**src/rtl/execute_flag_ckpt_register_if.sv**
```systemverilog
// execute_flag_ckpt_register_if: flag/checkpoint bus; oSRC_CONFLICT present only with EXECUTE_FLAG_CKPT_SRC_CHECK_EN.
interface execute_flag_ckpt_register_if #(
  parameter int P_FLAG_W     = 5,
  parameter int P_NSRC       = 4,
  parameter int P_CKPT_DEPTH = 4,
  parameter int P_CNT_W      = $clog2(P_CKPT_DEPTH + 1)
);
  logic                       iRESET_SYNC;
  logic                       iCTRL_HOLD;
  logic                       iPFLAGR_VALID;
  logic [P_FLAG_W-1:0]        iPFLAGR;
  logic                       iPREV_INST_VALID;
  logic                       iPREV_BUSY;
  logic                       iPREV_FLAG_WRITE;
  logic [P_NSRC-1:0]          iSRC_VALID;
  logic [P_NSRC*P_FLAG_W-1:0] iSRC_FLAG;
  logic                       iCKPT_PUSH;
  logic                       iCKPT_RELEASE;
  logic                       iCKPT_RESTORE;
  logic [P_FLAG_W-1:0]        oFLAG;
  logic [P_CNT_W-1:0]         oCKPT_COUNT;
  logic                       oCKPT_FULL;
  logic                       oCKPT_EMPTY;
  logic                       oCKPT_OVF;
`ifdef EXECUTE_FLAG_CKPT_SRC_CHECK_EN
  logic                       oSRC_CONFLICT;
`endif
  modport master (
    output iRESET_SYNC, iCTRL_HOLD, iPFLAGR_VALID, iPFLAGR, iPREV_INST_VALID, iPREV_BUSY,
           iPREV_FLAG_WRITE, iSRC_VALID, iSRC_FLAG, iCKPT_PUSH, iCKPT_RELEASE, iCKPT_RESTORE,
    input  oFLAG, oCKPT_COUNT, oCKPT_FULL, oCKPT_EMPTY, oCKPT_OVF
`ifdef EXECUTE_FLAG_CKPT_SRC_CHECK_EN
    , input oSRC_CONFLICT
`endif
  );
  modport slave (
    input  iRESET_SYNC, iCTRL_HOLD, iPFLAGR_VALID, iPFLAGR, iPREV_INST_VALID, iPREV_BUSY,
           iPREV_FLAG_WRITE, iSRC_VALID, iSRC_FLAG, iCKPT_PUSH, iCKPT_RELEASE, iCKPT_RESTORE,
    output oFLAG, oCKPT_COUNT, oCKPT_FULL, oCKPT_EMPTY, oCKPT_OVF
`ifdef EXECUTE_FLAG_CKPT_SRC_CHECK_EN
    , output oSRC_CONFLICT
`endif
  );
endinterface

```
**src/rtl/execute_flag_ckpt_register.sv**
```systemverilog
// execute_flag_ckpt_register: execute-stage flag register with in-order checkpoint FIFO for mispredict restore.
// Optional EXECUTE_FLAG_CKPT_SRC_CHECK_EN adds a registered multi-source conflict pulse.
module execute_flag_ckpt_register #(
  parameter int P_FLAG_W     = 5,
  parameter int P_NSRC       = 4,
  parameter int P_CKPT_DEPTH = 4,
  parameter int P_CNT_W      = $clog2(P_CKPT_DEPTH + 1)
) (
  input logic iCLOCK,
  input logic inRESET,
  execute_flag_ckpt_register_if.slave bus
);
  localparam int PW = P_CKPT_DEPTH > 1 ? $clog2(P_CKPT_DEPTH) : 1;
  logic [P_FLAG_W-1:0] flag_q, flag_d, sel_flag;
  logic [P_FLAG_W-1:0] mem_q [P_CKPT_DEPTH];
  logic [P_CNT_W-1:0]  cnt_q, cnt_d;
  logic [PW-1:0]       wptr_q, wptr_d, rptr_q, rptr_d;
  logic                ovf_q, ovf_d, restore, act, rel, push, upd_ok;
  function automatic logic [PW-1:0] inc(input logic [PW-1:0] p);
    return (p == PW'(P_CKPT_DEPTH - 1)) ? '0 : p + 1'b1;
  endfunction
  always_comb begin
    sel_flag = '0;
    for (int i = P_NSRC - 1; i >= 0; i--)
      if (bus.iSRC_VALID[i]) sel_flag = bus.iSRC_FLAG[i*P_FLAG_W +: P_FLAG_W];
  end
  assign restore = bus.iCKPT_RESTORE && cnt_q != '0;
  assign act     = !bus.iCTRL_HOLD && !restore;
  assign upd_ok  = act && !bus.iPFLAGR_VALID && bus.iPREV_INST_VALID && !bus.iPREV_BUSY && bus.iPREV_FLAG_WRITE;
  assign rel     = act && bus.iCKPT_RELEASE && cnt_q != '0;
  // a release in the same cycle frees the slot a full-FIFO push needs
  assign push    = act && bus.iCKPT_PUSH && (cnt_q != P_CNT_W'(P_CKPT_DEPTH) || rel);
  always_comb begin
    flag_d = restore ? mem_q[rptr_q] : bus.iPFLAGR_VALID ? bus.iPFLAGR :
             (upd_ok && |bus.iSRC_VALID) ? sel_flag : flag_q;
    cnt_d  = restore ? '0 : cnt_q + P_CNT_W'(push) - P_CNT_W'(rel);
    rptr_d = rel ? inc(rptr_q) : rptr_q;
    wptr_d = restore ? rptr_q : push ? inc(wptr_q) : wptr_q;
    ovf_d  = ovf_q || (act && bus.iCKPT_PUSH && !push);
  end
  always_ff @(posedge iCLOCK or negedge inRESET) begin
    if (!inRESET) begin
      flag_q <= '0;
      cnt_q  <= '0;
      wptr_q <= '0;
      rptr_q <= '0;
      ovf_q  <= 1'b0;
      for (int i = 0; i < P_CKPT_DEPTH; i++) mem_q[i] <= '0;
    end else if (bus.iRESET_SYNC) begin
      flag_q <= '0;
      cnt_q  <= '0;
      wptr_q <= '0;
      rptr_q <= '0;
      ovf_q  <= 1'b0;
      for (int i = 0; i < P_CKPT_DEPTH; i++) mem_q[i] <= '0;
    end else begin
      flag_q <= flag_d;
      cnt_q  <= cnt_d;
      wptr_q <= wptr_d;
      rptr_q <= rptr_d;
      ovf_q  <= ovf_d;
      if (push) mem_q[wptr_q] <= flag_d;
    end
  end
  assign bus.oFLAG       = flag_q;
  assign bus.oCKPT_COUNT = cnt_q;
  assign bus.oCKPT_FULL  = cnt_q == P_CNT_W'(P_CKPT_DEPTH);
  assign bus.oCKPT_EMPTY = cnt_q == '0;
  assign bus.oCKPT_OVF   = ovf_q;
`ifdef EXECUTE_FLAG_CKPT_SRC_CHECK_EN
  logic conf_q;
  always_ff @(posedge iCLOCK or negedge inRESET) begin
    if (!inRESET) conf_q <= 1'b0;
    else conf_q <= !bus.iRESET_SYNC && upd_ok && ((bus.iSRC_VALID & (bus.iSRC_VALID - 1'b1)) != '0);
  end
  assign bus.oSRC_CONFLICT = conf_q;
`endif
endmodule

```
**src/flat_wrapper.sv**
```systemverilog
// flat-port wrapper written by rule: the top's interface ports become plain ports
module execute_flag_ckpt_register_flat 
#(
  parameter int P_FLAG_W     = 5,
  parameter int P_NSRC       = 4,
  parameter int P_CKPT_DEPTH = 4,
  parameter int P_CNT_W      = $clog2(P_CKPT_DEPTH + 1)
)
  (iCLOCK, inRESET, bus_iRESET_SYNC, bus_iCTRL_HOLD, bus_iPFLAGR_VALID, bus_iPFLAGR, bus_iPREV_INST_VALID, bus_iPREV_BUSY, bus_iPREV_FLAG_WRITE, bus_iSRC_VALID, bus_iSRC_FLAG, bus_iCKPT_PUSH, bus_iCKPT_RELEASE, bus_iCKPT_RESTORE, bus_oFLAG, bus_oCKPT_COUNT, bus_oCKPT_FULL, bus_oCKPT_EMPTY, bus_oCKPT_OVF);
  execute_flag_ckpt_register_if #(.P_FLAG_W(P_FLAG_W), .P_NSRC(P_NSRC), .P_CKPT_DEPTH(P_CKPT_DEPTH), .P_CNT_W(P_CNT_W)) bus_i ();
  input logic iCLOCK;
  input logic inRESET;
  input wire logic [$bits(bus_i.iRESET_SYNC)-1:0] bus_iRESET_SYNC;
  input wire logic [$bits(bus_i.iCTRL_HOLD)-1:0] bus_iCTRL_HOLD;
  input wire logic [$bits(bus_i.iPFLAGR_VALID)-1:0] bus_iPFLAGR_VALID;
  input wire logic [$bits(bus_i.iPFLAGR)-1:0] bus_iPFLAGR;
  input wire logic [$bits(bus_i.iPREV_INST_VALID)-1:0] bus_iPREV_INST_VALID;
  input wire logic [$bits(bus_i.iPREV_BUSY)-1:0] bus_iPREV_BUSY;
  input wire logic [$bits(bus_i.iPREV_FLAG_WRITE)-1:0] bus_iPREV_FLAG_WRITE;
  input wire logic [$bits(bus_i.iSRC_VALID)-1:0] bus_iSRC_VALID;
  input wire logic [$bits(bus_i.iSRC_FLAG)-1:0] bus_iSRC_FLAG;
  input wire logic [$bits(bus_i.iCKPT_PUSH)-1:0] bus_iCKPT_PUSH;
  input wire logic [$bits(bus_i.iCKPT_RELEASE)-1:0] bus_iCKPT_RELEASE;
  input wire logic [$bits(bus_i.iCKPT_RESTORE)-1:0] bus_iCKPT_RESTORE;
  output wire logic [$bits(bus_i.oFLAG)-1:0] bus_oFLAG;
  output wire logic [$bits(bus_i.oCKPT_COUNT)-1:0] bus_oCKPT_COUNT;
  output wire logic [$bits(bus_i.oCKPT_FULL)-1:0] bus_oCKPT_FULL;
  output wire logic [$bits(bus_i.oCKPT_EMPTY)-1:0] bus_oCKPT_EMPTY;
  output wire logic [$bits(bus_i.oCKPT_OVF)-1:0] bus_oCKPT_OVF;
  assign bus_i.iRESET_SYNC = bus_iRESET_SYNC;
  assign bus_i.iCTRL_HOLD = bus_iCTRL_HOLD;
  assign bus_i.iPFLAGR_VALID = bus_iPFLAGR_VALID;
  assign bus_i.iPFLAGR = bus_iPFLAGR;
  assign bus_i.iPREV_INST_VALID = bus_iPREV_INST_VALID;
  assign bus_i.iPREV_BUSY = bus_iPREV_BUSY;
  assign bus_i.iPREV_FLAG_WRITE = bus_iPREV_FLAG_WRITE;
  assign bus_i.iSRC_VALID = bus_iSRC_VALID;
  assign bus_i.iSRC_FLAG = bus_iSRC_FLAG;
  assign bus_i.iCKPT_PUSH = bus_iCKPT_PUSH;
  assign bus_i.iCKPT_RELEASE = bus_iCKPT_RELEASE;
  assign bus_i.iCKPT_RESTORE = bus_iCKPT_RESTORE;
  assign bus_oFLAG = bus_i.oFLAG;
  assign bus_oCKPT_COUNT = bus_i.oCKPT_COUNT;
  assign bus_oCKPT_FULL = bus_i.oCKPT_FULL;
  assign bus_oCKPT_EMPTY = bus_i.oCKPT_EMPTY;
  assign bus_oCKPT_OVF = bus_i.oCKPT_OVF;
  execute_flag_ckpt_register #(.P_FLAG_W(P_FLAG_W), .P_NSRC(P_NSRC), .P_CKPT_DEPTH(P_CKPT_DEPTH), .P_CNT_W(P_CNT_W)) u_core (.iCLOCK(iCLOCK), .inRESET(inRESET), .bus(bus_i));
endmodule
```
**config.mk**
```make
export PLATFORM = sky130hd
export DESIGN_NAME = execute_flag_ckpt_register_flat
export DESIGN_NICKNAME = d
export VERILOG_FILES = /design/src/rtl/execute_flag_ckpt_register_if.sv /design/src/rtl/execute_flag_ckpt_register.sv /design/src/flat_wrapper.sv
export SDC_FILE = /design/constraint.sdc
export NUM_CORES = 1
export LEC_CHECK = 0
export ABC_AREA = 1
export BUFFER_PORTS_ARGS = -buffer_cell sky130_fd_sc_hd__buf_2
export CAP_MARGIN = 10
export CORE_MARGIN = 1
export CORE_UTILIZATION = 58
export DETAILED_ROUTE_END_ITERATION = 8
export PLACE_DENSITY = 0.85
export SLEW_MARGIN = 20
export SYNTH_ARGS = -nofsm -noshare
export SYNTH_HDL_FRONTEND = slang
export SYNTH_SLANG_ARGS = --single-unit
```
**constraint.sdc**
```tcl
create_clock -name iCLOCK -period 3.37 [get_ports iCLOCK]
set_input_delay 0.1685 -clock iCLOCK [delete_from_list [all_inputs] [get_ports iCLOCK]]
set_output_delay 0.1685 -clock iCLOCK [all_outputs]
set_load 0.01 [all_outputs]
```
==> impl_metrics.json, run 1 <==
{
  "status": "complete, no violations",
  "vias": 2062,
  "hold_path.class": "input pin to register",
  "regToRegStartpoint": "u_core.bus.oCKPT_COUNT[1]$_DFF_PN0_",
  "synthSimpleGateAreaFrac": 0.356,
  "p_seq_frac": 0.343,
  "dr.pass1.iters": 4,
  "m1WireLength_mm": 2.22,
  "p_total_mw": 1.72,
  "synthCells": 283,
  "slew_viol_final": 0,
  "yosys.area_share.adder": 0.0493,
  "cts_setup_buffers": 0,
  "setup_tns_ns": 0,
  "drtIter0Drc": 154,
  "cap_violations": 0,
  "port_buffers": 50,
  "worst_pin_slew_ns": 0.729,
  "synth_compound_area_frac": 0.142,
  "grt_first_pass_wirelength_mm": 8.80,
  "hpwl_mm": 3.79,
  "core_area_um2": 3470,
  "crit_required_ns": 3.59,
  "die_x_um": 63.3,
  "nets": 385,
  "cts_sinks": 33,
  "die_area_um2": 4010,
  "timing.final.crit_share": 0.638,
  "p_clk_frac": 0.225,
  "grt_pass1_vias": 1951,
  "drcViolationCount": 0,
  "vias_per_cell": 5.37,
  "start_kind": "register",
  "cell_internal_pwr_mw": 1.02,
  "comb_power_share": 0.432,
  "ant_nets": 0,
  "cp-startpoint": "u_core.bus.oCKPT_COUNT[1]$_DFF_PN0_",
  "fmax_mhz": 465,
  "synthToLayoutAreaGrowth_pct": 19.1,
  "slew_headroom": 0.514,
  "cts_root_buffer": "clkbuf_8",
  "grt_setup_unrepaired": "no",
  "max-vdd-ir-drop_mv": 0.410,
  "yosys_warnings": 0,
  "drt-total-wl_mm": 5.05,
  "leakagePower_nw": 1.41,
  "criticalPathCategory": "register to register",
  "grt_max_degree": 34,
  "finalHoldViolations": 0,
  "synth.top_cell.area_share": 0.379,
  "ios": 51,
  "netlist_area_um2": 2180,
  "drive_gt1_frac": 0.254,
  "synth.net_count": 331,
  "fin_crit_ns": 2.15,
  "muxShareOfSynthArea": 0,
  "initial_core_util": 0.629,
  "post-route-util": 0.749,
  "final_cell_count_no_fill": 384,
  "clk_pin_slew_ns": 0.08,
  "cts-buffers-inserted": 5,
  "num_antenna_cells": 0,
  "grt.total_usage": 0.282,
  "cpPeakStageDelay_ns": 0.46,
  "ys_ff_latch": 33,
  "dr.max_layer_used": "met4",
  "antenna_found_initial": 0,
  "wl_met3_um": 369,
  "synth_top_family_by_area": "simple AND/OR/NAND/NOR gates",
  "avgSynthCellArea_um2": 7.71,
  "die_y_um": 63.3,
  "critPathCaptureType": "register",
  "pre_cts_slack_ns": 1.23,
  "ys_types": 34,
  "timing.final.ws_setup_ns": 1.22,
  "h-tree-depth": 2,
  "power_switching_mw": 0.700,
  "cpMostUsedCell": "inv_1",
  "yosysTopAreaCell": "dfrtp_1",
  "setup_viol": 0,
  "rows": 21,
  "gp_congestion": 0.829,
  "yosys-top-cells-area": "dfrtp_1 38%, nand2_1 12%, nand3_1 9.4%, inv_1 5.2%, nor2_1 5.0%",
  "cp_data_arrival_time_ns": 2.37,
  "cp_slowest_cell": "dfrtp_1",
  "power_density_nw_per_um2": 660,
  "cts_tree": "yes",
  "wl_met2_mm": 2.41,
  "path_max_fanout": 5,
  "grt_overflow": 0,
  "synth_xor_area_frac": 0.00803,
  "clockBufferDepth": 2,
  "synth_seq_area_share": 0.379,
  "min-delay-start": "bus_iCKPT_RESTORE",
  "wl_per_cell_um": 13.2,
  "clock_latency_ns": 0.29,
  "dp_cells": 375,
  "fin_skew_ns": 0.00936,
  "path_cells": "nor2_2, nand2_2, nand4_1, inv_1, ha_1, inv_1, ha_1, inv_1, fa_1, xor2_1, nor2_1",
  "sw_frac_of_total": 0.408
}
metrics by stage:
step	cell area, µm²	hold slack [ns]
2_1_floorplan	2180	-0.127
3_3_place_gp	2470	0.260
3_5_place_dp	2470	0.262
4_1_cts	2600	0.284
5_1_grt	2600	0.291
6_report	2600	0.281
what timing repair did:
item / CTS / global route
resized for setup: 0 / 0
hold buffers: 1 / 0
hold endpoints to repair: 33 / 0
kinds of logic after synthesis:
kind of cell             after synthesis
adder cells (fa/ha/maj)                8
buffers and inverters                 38
AO/OA/AOI/OAI                         41
flip-flops                            33
AND/OR/NAND/NOR                      161
XOR/XNOR                               2
Yosys cell counts:
master,count
inv_2,4
xnor2_1,1
ha_1,7
fa_1,1
nor2_8,1
nor2_1,29
nand3_2,1
nand4_1,1
buf_2,2
nand2_2,3
and2_1,5
nand3_4,1
xor2_1,1
o21bai_1,5
nand3_1,41
nor2_4,1
a21oi_4,4
o211ai_1,1
a31oi_2,3
o21ai_1,1
nor2_2,2
nor3b_2,1
o21ai_0,13
inv_1,30
nand2_8,1
o21ai_2,4
a31oi_1,3
nand2_1,70
nor3_1,1
a211oi_1,1
a21oi_1,6
nand2_4,3
clkbuf_1,2
dfrtp_1,33
per-layer routing:
layer  up-vias  GRT usage
li1       1024          -
met3         6     0.0471
met5         -          0
met4         0      0.111
met2        86      0.461
met1       946      0.372
critical path: cells and delay by family, from the launching register on:
family        cells  cell delay [ns]
flops             1             0.46
xor+xnor          1             0.17
simple gates      4             0.47
buf+inv           3             0.20
fa+ha+maj         3             0.79
path summary, 6_finish.rpt:
check	to	slack, ns	cells after the start
min reg2reg	u_core.mem_q[4]$_DFFE_PN0P_	0.48	2
max in group asynchronous	u_core.bus.oFLAG[3]$_DFF_PN0_	2.42	2
max reg2reg	u_core.bus.oCKPT_COUNT[2]$_DFF_PN0_	1.22	11
max	u_core.bus.oCKPT_COUNT[2]$_DFF_PN0_	1.22	11
min	u_core.bus.oCKPT_COUNT[1]$_DFF_PN0_	0.28	4
min in group asynchronous	u_core.mem_q[11]$_DFFE_PN0P_	0.48	2
cells in the final DEF (no fill, tap or decap), drive strengths merged:
cell type,count
nand2,77
buf,50
nand3,43
inv,34
dfrtp,33
nor2,33
o21ai,18
a21oi,10
ha,7
clkbuf,7
a31oi,6
o21bai,5
and2,5
nor3b,1
nand4,1
xnor2,1
xor2,1
nor3,1
o211ai,1
a211oi,1
fa,1
bufinv,1
dlygate4sd3,1
power groups by stage:
stage	Sequential, mW	Clock [mW]	Combinational, mW
2_1_floorplan	0.585	0	0.535
3_3_place_gp	0.589	0	0.707
3_5_place_dp	0.590	0	0.737
4_1_cts	0.585	0.388	0.740
5_1_grt	0.600	0.403	0.840
6_report	0.588	0.387	0.741
sequential cells by signal, summed over array words and instances (netlist names):
name / cells
u_core.wptr_q: 2
u_core.bus.oCKPT_COUNT: 3
u_core.mem_q: 20
u_core.rptr_q: 2
u_core.bus.oFLAG: 5
u_core.bus.oCKPT_OVF: 1
final cells by class:
cell class                 count  area (µm²)
clock buffer                   7        86.3
clock inverter                 1        30.0
fill                         263         871
inverter                      34         128
multi-input combinational    212        1210
sequential                    33         826
tap                           46        57.6
timing repair buffer          51         260
No activity file was read; power rests on OpenSTA's default activity.
==> run 2, diff against run 1 <==
Settings changed: ABC_AREA 1 to 0, CORE_UTILIZATION 58 to 54, PLACE_DENSITY 0.85 to 0.8.
Clock period 3.37 ns to 2.1 ns, I/O delays scaled along.
==> impl_metrics.json, run 2 <==
{
  "sw_frac_of_total": 0.369,
  "netlist_area_um2": 2130,
  "synth.net_count": 262,
  "layout_common_cells": "50 x buf_2, 35 x nor2_1, 30 x dfrtp_1",
  "regMostFlops": "u_core.mem_q",
  "fin_crit_ns": 2.14,
  "dpl_cell_area_um2": 2550,
  "core_area_um2": 3720,
  "die_x_um": 64.8,
  "path_max_fanout": 4,
  "hpwl_mm": 3.59,
  "grt_pass1_vias": 1846,
  "drive_gt1_frac": 0.379,
  "ys_types": 35,
  "cell_internal_pwr_mw": 1.57,
  "synth_common_cells": "35 x nor2_1, 33 x dfrtp_1, 21 x nand2_1",
  "fin_skew_ns": 0.00722,
  "clk_pin_slew_ns": 0.07,
  "min-delay-start": "bus_iRESET_SYNC",
  "yosysTopAreaCell": "dfrtp_1",
  "grt_overflow": 0,
  "synthCells": 214,
  "yosys_warnings": 0,
  "ios": 51,
  "cts-buffers-inserted": 5,
  "layout_commonest_cell": "buf_2",
  "ant_nets": 0,
  "grt_first_pass_wirelength_mm": 8.54,
  "cts_sinks": 33,
  "synth-async-reset-ratio": 1.00,
  "final_area_um2": 2740,
  "status": "complete, but fails checks",
  "fillers": 270,
  "cts_tree": "yes",
  "synth_seq_area_share": 0.388,
  "clockBufferDepth": 2,
  "p_clk_frac": 0.193,
  "holdWs_ns": 0.317,
  "cts_root_buffer": "clkbuf_8",
  "fmax_mhz": 467,
  "synth.top_cell.area_share": 0.388,
  "grt.total_usage": 0.265,
  "cap_violations": 0,
  "h-tree-depth": 2,
  "nets": 332,
  "drt-total-wl_mm": 5.01,
  "grt_max_degree": 34,
  "synthMostInstantiatedCell": "nor2_1",
  "vias": 1893,
  "comb_power_share": 0.459,
  "post-route-util": 0.737,
  "worstHoldPathCells": 2,
  "drtIter0Drc": 108,
  "cp_data_arrival_time_ns": 2.28,
  "power_switching_mw": 0.920,
  "regToRegStartpoint": "u_core.bus.oCKPT_COUNT[2]$_DFF_PN0_",
  "setup_tns_ns": -0.0400,
  "dr.pass1.iters": 4,
  "ff2ff_path_depth": 10,
  "max-vdd-ir-drop_mv": 0.533,
  "leakagePower_nw": 1.23,
  "vias_per_cell": 5.68,
  "hold_path.class": "input pin to register",
  "initial_core_util": 0.573,
  "power_density_nw_per_um2": 910,
  "die_y_um": 64.8,
  "drcViolationCount": 0,
  "crit_required_ns": 2.24,
  "r2r_setup_slack_ns": -0.04,
  "finalHoldViolations": 0,
  "worst_pin_slew_ns": 0.713,
  "gp_congestion": 0.816,
  "timing.final.ws_setup_ns": -0.0400,
  "antenna_found_initial": 0,
  "setup_viol": 1,
  "wl_per_cell_um": 15.0,
  "synthToLayoutAreaGrowth_pct": 28.5,
  "slew_viol_final": 0,
  "p_seq_frac": 0.349,
  "num_antenna_cells": 0,
  "start_kind": "register",
  "ys.flop_type": "dfrtp_1",
  "die_area_um2": 4200,
  "violations": "negative setup slack",
  "yosys-top-cells-area": "dfrtp_1 39%, a211oi_1 7.0%, nor2_1 6.2%, mux4_2 5.3%, a2111oi_4 5.2%",
  "port_buffers": 50,
  "whs_endpoint": "u_core.rptr_q[1]$_DFFE_PN0P_",
  "r2r-end": "u_core.bus.oCKPT_COUNT[2]$_DFF_PN0_",
  "largest_reg_flops": 20,
  "clock_latency_ns": 0.28,
  "criticalPathCategory": "register to register",
  "avgSynthCellArea_um2": 9.96,
  "synth_edf_count": 0,
  "ys_ff_latch": 33,
  "timing.final.crit_share": 1.02,
  "grt_setup_unrepaired": "yes",
  "rows": 22,
  "critPathCaptureType": "register",
  "slew_headroom": 0.525
}
run 2: cell count changes in the layout (fill, tap and decap cells not counted), moves of 11 or more:
cell	before	now
o21ai_0	13	0
nor3_1	1	12
nand3_1	41	0
nand2_1	70	21
buf_4	0	25
a211oi_1	1	20
inv_1	30	11
run 2: cell families after synthesis:
group,share of synthesized area
AOI/OAI and AO/OA,0.224
xor gates and xnor gates,0.00822
adders and majority gates,0.0505
buffers and inverters,0.0505
DFF,0.388
muxes,0.0622
and+or+nand+nor,0.217
run 2: through the flow:
step	cells	worst slack (ns)	total power, mW
floorplan	214	-0.224	1.54
global placement	316	-0.00550	1.87
detailed placement	316	-0.0943	1.91
CTS	328	-0.0301	2.41
global route	333	-0.176	2.67
finish	333	-0.0400	2.49
run 2: worst max-delay path: stages (launching register included):
cell	delay [ns]
dfrtp_2	0.45
buf_6	0.13
nor3b_4	0.14
a211o_1	0.31
inv_1	0.07
ha_1	0.14
inv_1	0.05
fa_2	0.33
xor2_1	0.17
xnor2_1	0.14
nor3_1	0.06
run 2: power groups by stage:
stage | clock, mW | combinational, mW | sequential [mW]
floorplan | 0 | 0.665 | 0.876
detailed placement | 0 | 1.04 | 0.868
global route | 0.524 | 1.26 | 0.883
global placement | 0 | 1.01 | 0.860
finish | 0.479 | 1.14 | 0.869
CTS | 0.487 | 1.06 | 0.863
run 2: what timing repair did:
| action | in CTS | in global routing |
|---|---|---|
| setup buffers | 4 | 5 |
| resized for setup | 3 | 2 |
| endpoints found under the hold margin | 33 | 0 |
| setup endpoints to repair | 1 | 26 |
| pin swaps | 5 | 6 |
| hold buffers | 1 | 0 |
run 2: area by class of cell:
type	count	area (µm²)	area share
clock buffers	8	90.1	0.0329
inverters	11	41.3	0.0151
multi-input cells	155	1240	0.452
flip-flops and latches	33	830	0.303
well taps	48	60.1	0.0219
repair buffers	78	479	0.175
run 2: layer usage:
metal / vias to the layer above / wire length [µm] / GRT usage
li1: 916 / - / -
met1: 925 / 2350 / 0.358
met2: 47 / 2370 / 0.428
met3: 5 / 254 / 0.0616
met4: 0 / 40 / 0.0639
met5: - / 0 / 0
run 2: how the worst max path moves through the flow:
stage,cells after the start,from,slack [ns],end
CTS,10,u_core.bus.oCKPT_COUNT[1]$_DFF_PN0_,-0.03,u_core.bus.oCKPT_COUNT[2]$_DFF_PN0_
global route,10,u_core.bus.oCKPT_COUNT[1]$_DFF_PN0_,-0.18,u_core.bus.oCKPT_COUNT[2]$_DFF_PN0_
global placement,10,u_core.bus.oCKPT_COUNT[2]$_DFF_PN0_,-0.006,u_core.bus.oCKPT_COUNT[2]$_DFF_PN0_
floorplan,11,u_core.bus.oCKPT_COUNT[1]$_DFF_PN0_,-0.22,u_core.bus.oCKPT_COUNT[2]$_DFF_PN0_
finish,10,u_core.bus.oCKPT_COUNT[2]$_DFF_PN0_,-0.04,u_core.bus.oCKPT_COUNT[2]$_DFF_PN0_
detailed placement,10,u_core.bus.oCKPT_COUNT[2]$_DFF_PN0_,-0.09,u_core.bus.oCKPT_COUNT[2]$_DFF_PN0_
==> run 3, diff against run 2 <==
Settings changed: CORE_UTILIZATION 54 to 55, CTS_BUF_LIST set to sky130_fd_sc_hd__clkbuf_8, PLACE_DENSITY 0.8 to 0.82.
==> impl_metrics.json, run 3 (synthesis results as in run 2) <==
{
  "fin_skew_ns": 0.00627,
  "die_x_um": 64.2,
  "fmax_mhz": 460,
  "wl_per_cell_um": 15.5,
  "min-delay-start": "bus_iRESET_SYNC",
  "initial_core_util": 0.578,
  "dr.pass1.iters": 4,
  "drt-total-wl_mm": 5.11,
  "grt_setup_unrepaired": "yes",
  "antenna_found_initial": 0,
  "whs_endpoint": "u_core.bus.oCKPT_OVF$_DFF_PN0_",
  "clockBufferDepth": 2,
  "final_area_um2": 2720,
  "path_cells": "buf_4, nor3b_4, a211o_1, inv_1, ha_1, inv_1, fa_2, xor2_2, xnor2_2, nor3_2",
  "cpPeakStageDelay_ns": 0.43,
  "dr.max_layer_used": "met4",
  "ant_nets": 0,
  "critPathCaptureType": "register",
  "vias": 1899,
  "wl_met3_um": 264,
  "post-route-util": 0.738,
  "synthToLayoutAreaGrowth_pct": 27.8,
  "cp_slowest_cell": "dfrtp_1",
  "ff2ff_path_depth": 10,
  "grt.total_usage": 0.276,
  "crit_required_ns": 2.24,
  "clock_latency_ns": 0.29,
  "core_area_um2": 3690,
  "cts-buffers-inserted": 5,
  "regMostFlops": "u_core.mem_q",
  "vias_per_cell": 5.77,
  "num_antenna_cells": 0,
  "cts_tree": "yes",
  "drtIter0Drc": 119,
  "cap_violations": 0,
  "r2r-end": "u_core.bus.oCKPT_COUNT[2]$_DFF_PN0_",
  "pre_cts_slack_ns": -0.0681,
  "cp_data_arrival_time_ns": 2.31,
  "wl_met2_mm": 2.62,
  "setup_viol": 11,
  "fin_crit_ns": 2.17,
  "regToRegStartpoint": "u_core.bus.oCKPT_COUNT[2]$_DFF_PN0_",
  "cts_sinks": 33,
  "gp_congestion": 0.871,
  "hpwl_mm": 3.45,
  "die_y_um": 64.2,
  "grt_pass1_vias": 1855,
  "finalHoldViolations": 0,
  "slew_headroom": 0.507,
  "violations": "negative setup slack",
  "h-tree-depth": 2,
  "criticalPathCategory": "register to register",
  "rows": 22,
  "status": "complete, but fails checks",
  "start_kind": "register",
  "slew_viol_final": 0,
  "timing.final.crit_share": 1.03,
  "m1WireLength_mm": 2.18,
  "final_cell_count_no_fill": 329,
  "dpl_cell_area_um2": 2530,
  "grt_max_degree": 34,
  "largest_reg_flops": 20,
  "clk_pin_slew_ns": 0.06,
  "drcViolationCount": 0,
  "nets": 329,
  "leakagePower_nw": 1.21,
  "power_density_nw_per_um2": 924,
  "dp_cells": 313,
  "hold_path.class": "input pin to register",
  "grt_first_pass_wirelength_mm": 8.62,
  "drive_gt1_frac": 0.384,
  "layout_common_cells": "50 x buf_2, 35 x nor2_1, 31 x dfrtp_1",
  "timing.final.ws_setup_ns": -0.0716,
  "worstHoldPathCells": 2,
  "max-vdd-ir-drop_mv": 0.487,
  "p_total_mw": 2.51,
  "port_buffers": 50,
  "layout_commonest_cell": "buf_2",
  "grt_overflow": 0,
  "cpMostUsedCell": "inv_1",
  "cts_root_buffer": "clkbuf_8",
  "r2r_setup_slack_ns": -0.07,
  "holdWs_ns": 0.328,
  "path_max_fanout": 3,
  "worst_pin_slew_ns": 0.739,
  "die_area_um2": 4130,
  "ios": 51,
  "setup_tns_ns": -0.172
}
==> run 3: changes by cell type in the layout (fill, tap and decap cells not counted), sizes merged <==
cell / previous run / this run
buf: 77 / 74
clkbuf: 8 / 6
clkinvlp: 0 / 1
==> run 3: how the worst max path moves through the flow <==
stage	startpoint	end	slack, ns	cells after the start
final	u_core.bus.oCKPT_COUNT[2]$_DFF_PN0_	u_core.bus.oCKPT_COUNT[2]$_DFF_PN0_	-0.07	10
after global routing	u_core.bus.oCKPT_COUNT[2]$_DFF_PN0_	u_core.bus.oCKPT_COUNT[2]$_DFF_PN0_	-0.16	10
after CTS	u_core.bus.oCKPT_COUNT[2]$_DFF_PN0_	u_core.bus.oCKPT_COUNT[2]$_DFF_PN0_	-0.11	10
after detailed placement	u_core.bus.oCKPT_COUNT[2]$_DFF_PN0_	u_core.bus.oCKPT_COUNT[2]$_DFF_PN0_	-0.07	10
after global placement	u_core.bus.oCKPT_COUNT[2]$_DFF_PN0_	u_core.bus.oCKPT_COUNT[2]$_DFF_PN0_	-0.01	10
after floorplan	u_core.bus.oCKPT_COUNT[1]$_DFF_PN0_	u_core.bus.oCKPT_COUNT[2]$_DFF_PN0_	-0.22	11
==> run 3: cell type report <==
class	instances	area, µm²
multi-input cells	155	1250
fillers	266	966
flip-flops and latches	33	828
repair buffers	75	457
clock buffers	6	82.6
well taps	48	60.1
inverters	11	41.3
clock inverters	1	7.51
==> run 3: repair_timing <==
item | 4_1_cts | 5_1_grt
cloned | 0 | 0
setup buffers | 2 | 6
pin swaps | 7 | 4
hold buffers | 1 | 0
resized for setup | 2 | 4
setup endpoints to repair | 1 | 27
hold endpoints to repair | 33 | 0
==> run 3: layer usage <==
layer / track usage / up-vias
li1: - / 911
met1: 0.350 / 928
met2: 0.457 / 56
met3: 0.0589 / 4
met4: 0.108 / 0
met5: 0 / -
==> run 3: worst max-delay path: cells and delay by family, from the launching register on <==
family | cells | cell delay (ns)
flops | 1 | 0.43
simple gates | 2 | 0.20
compound gates | 1 | 0.30
fa+ha+maj | 2 | 0.48
xor+xnor | 2 | 0.34
buf+inv | 3 | 0.28
==> run 3: power breakdown <==
part / switching, mW / internal, mW / total [mW]
sequential: 0.0985 / 0.761 / 0.859
combinational: 0.615 / 0.541 / 1.16
clock: 0.240 / 0.259 / 0.499
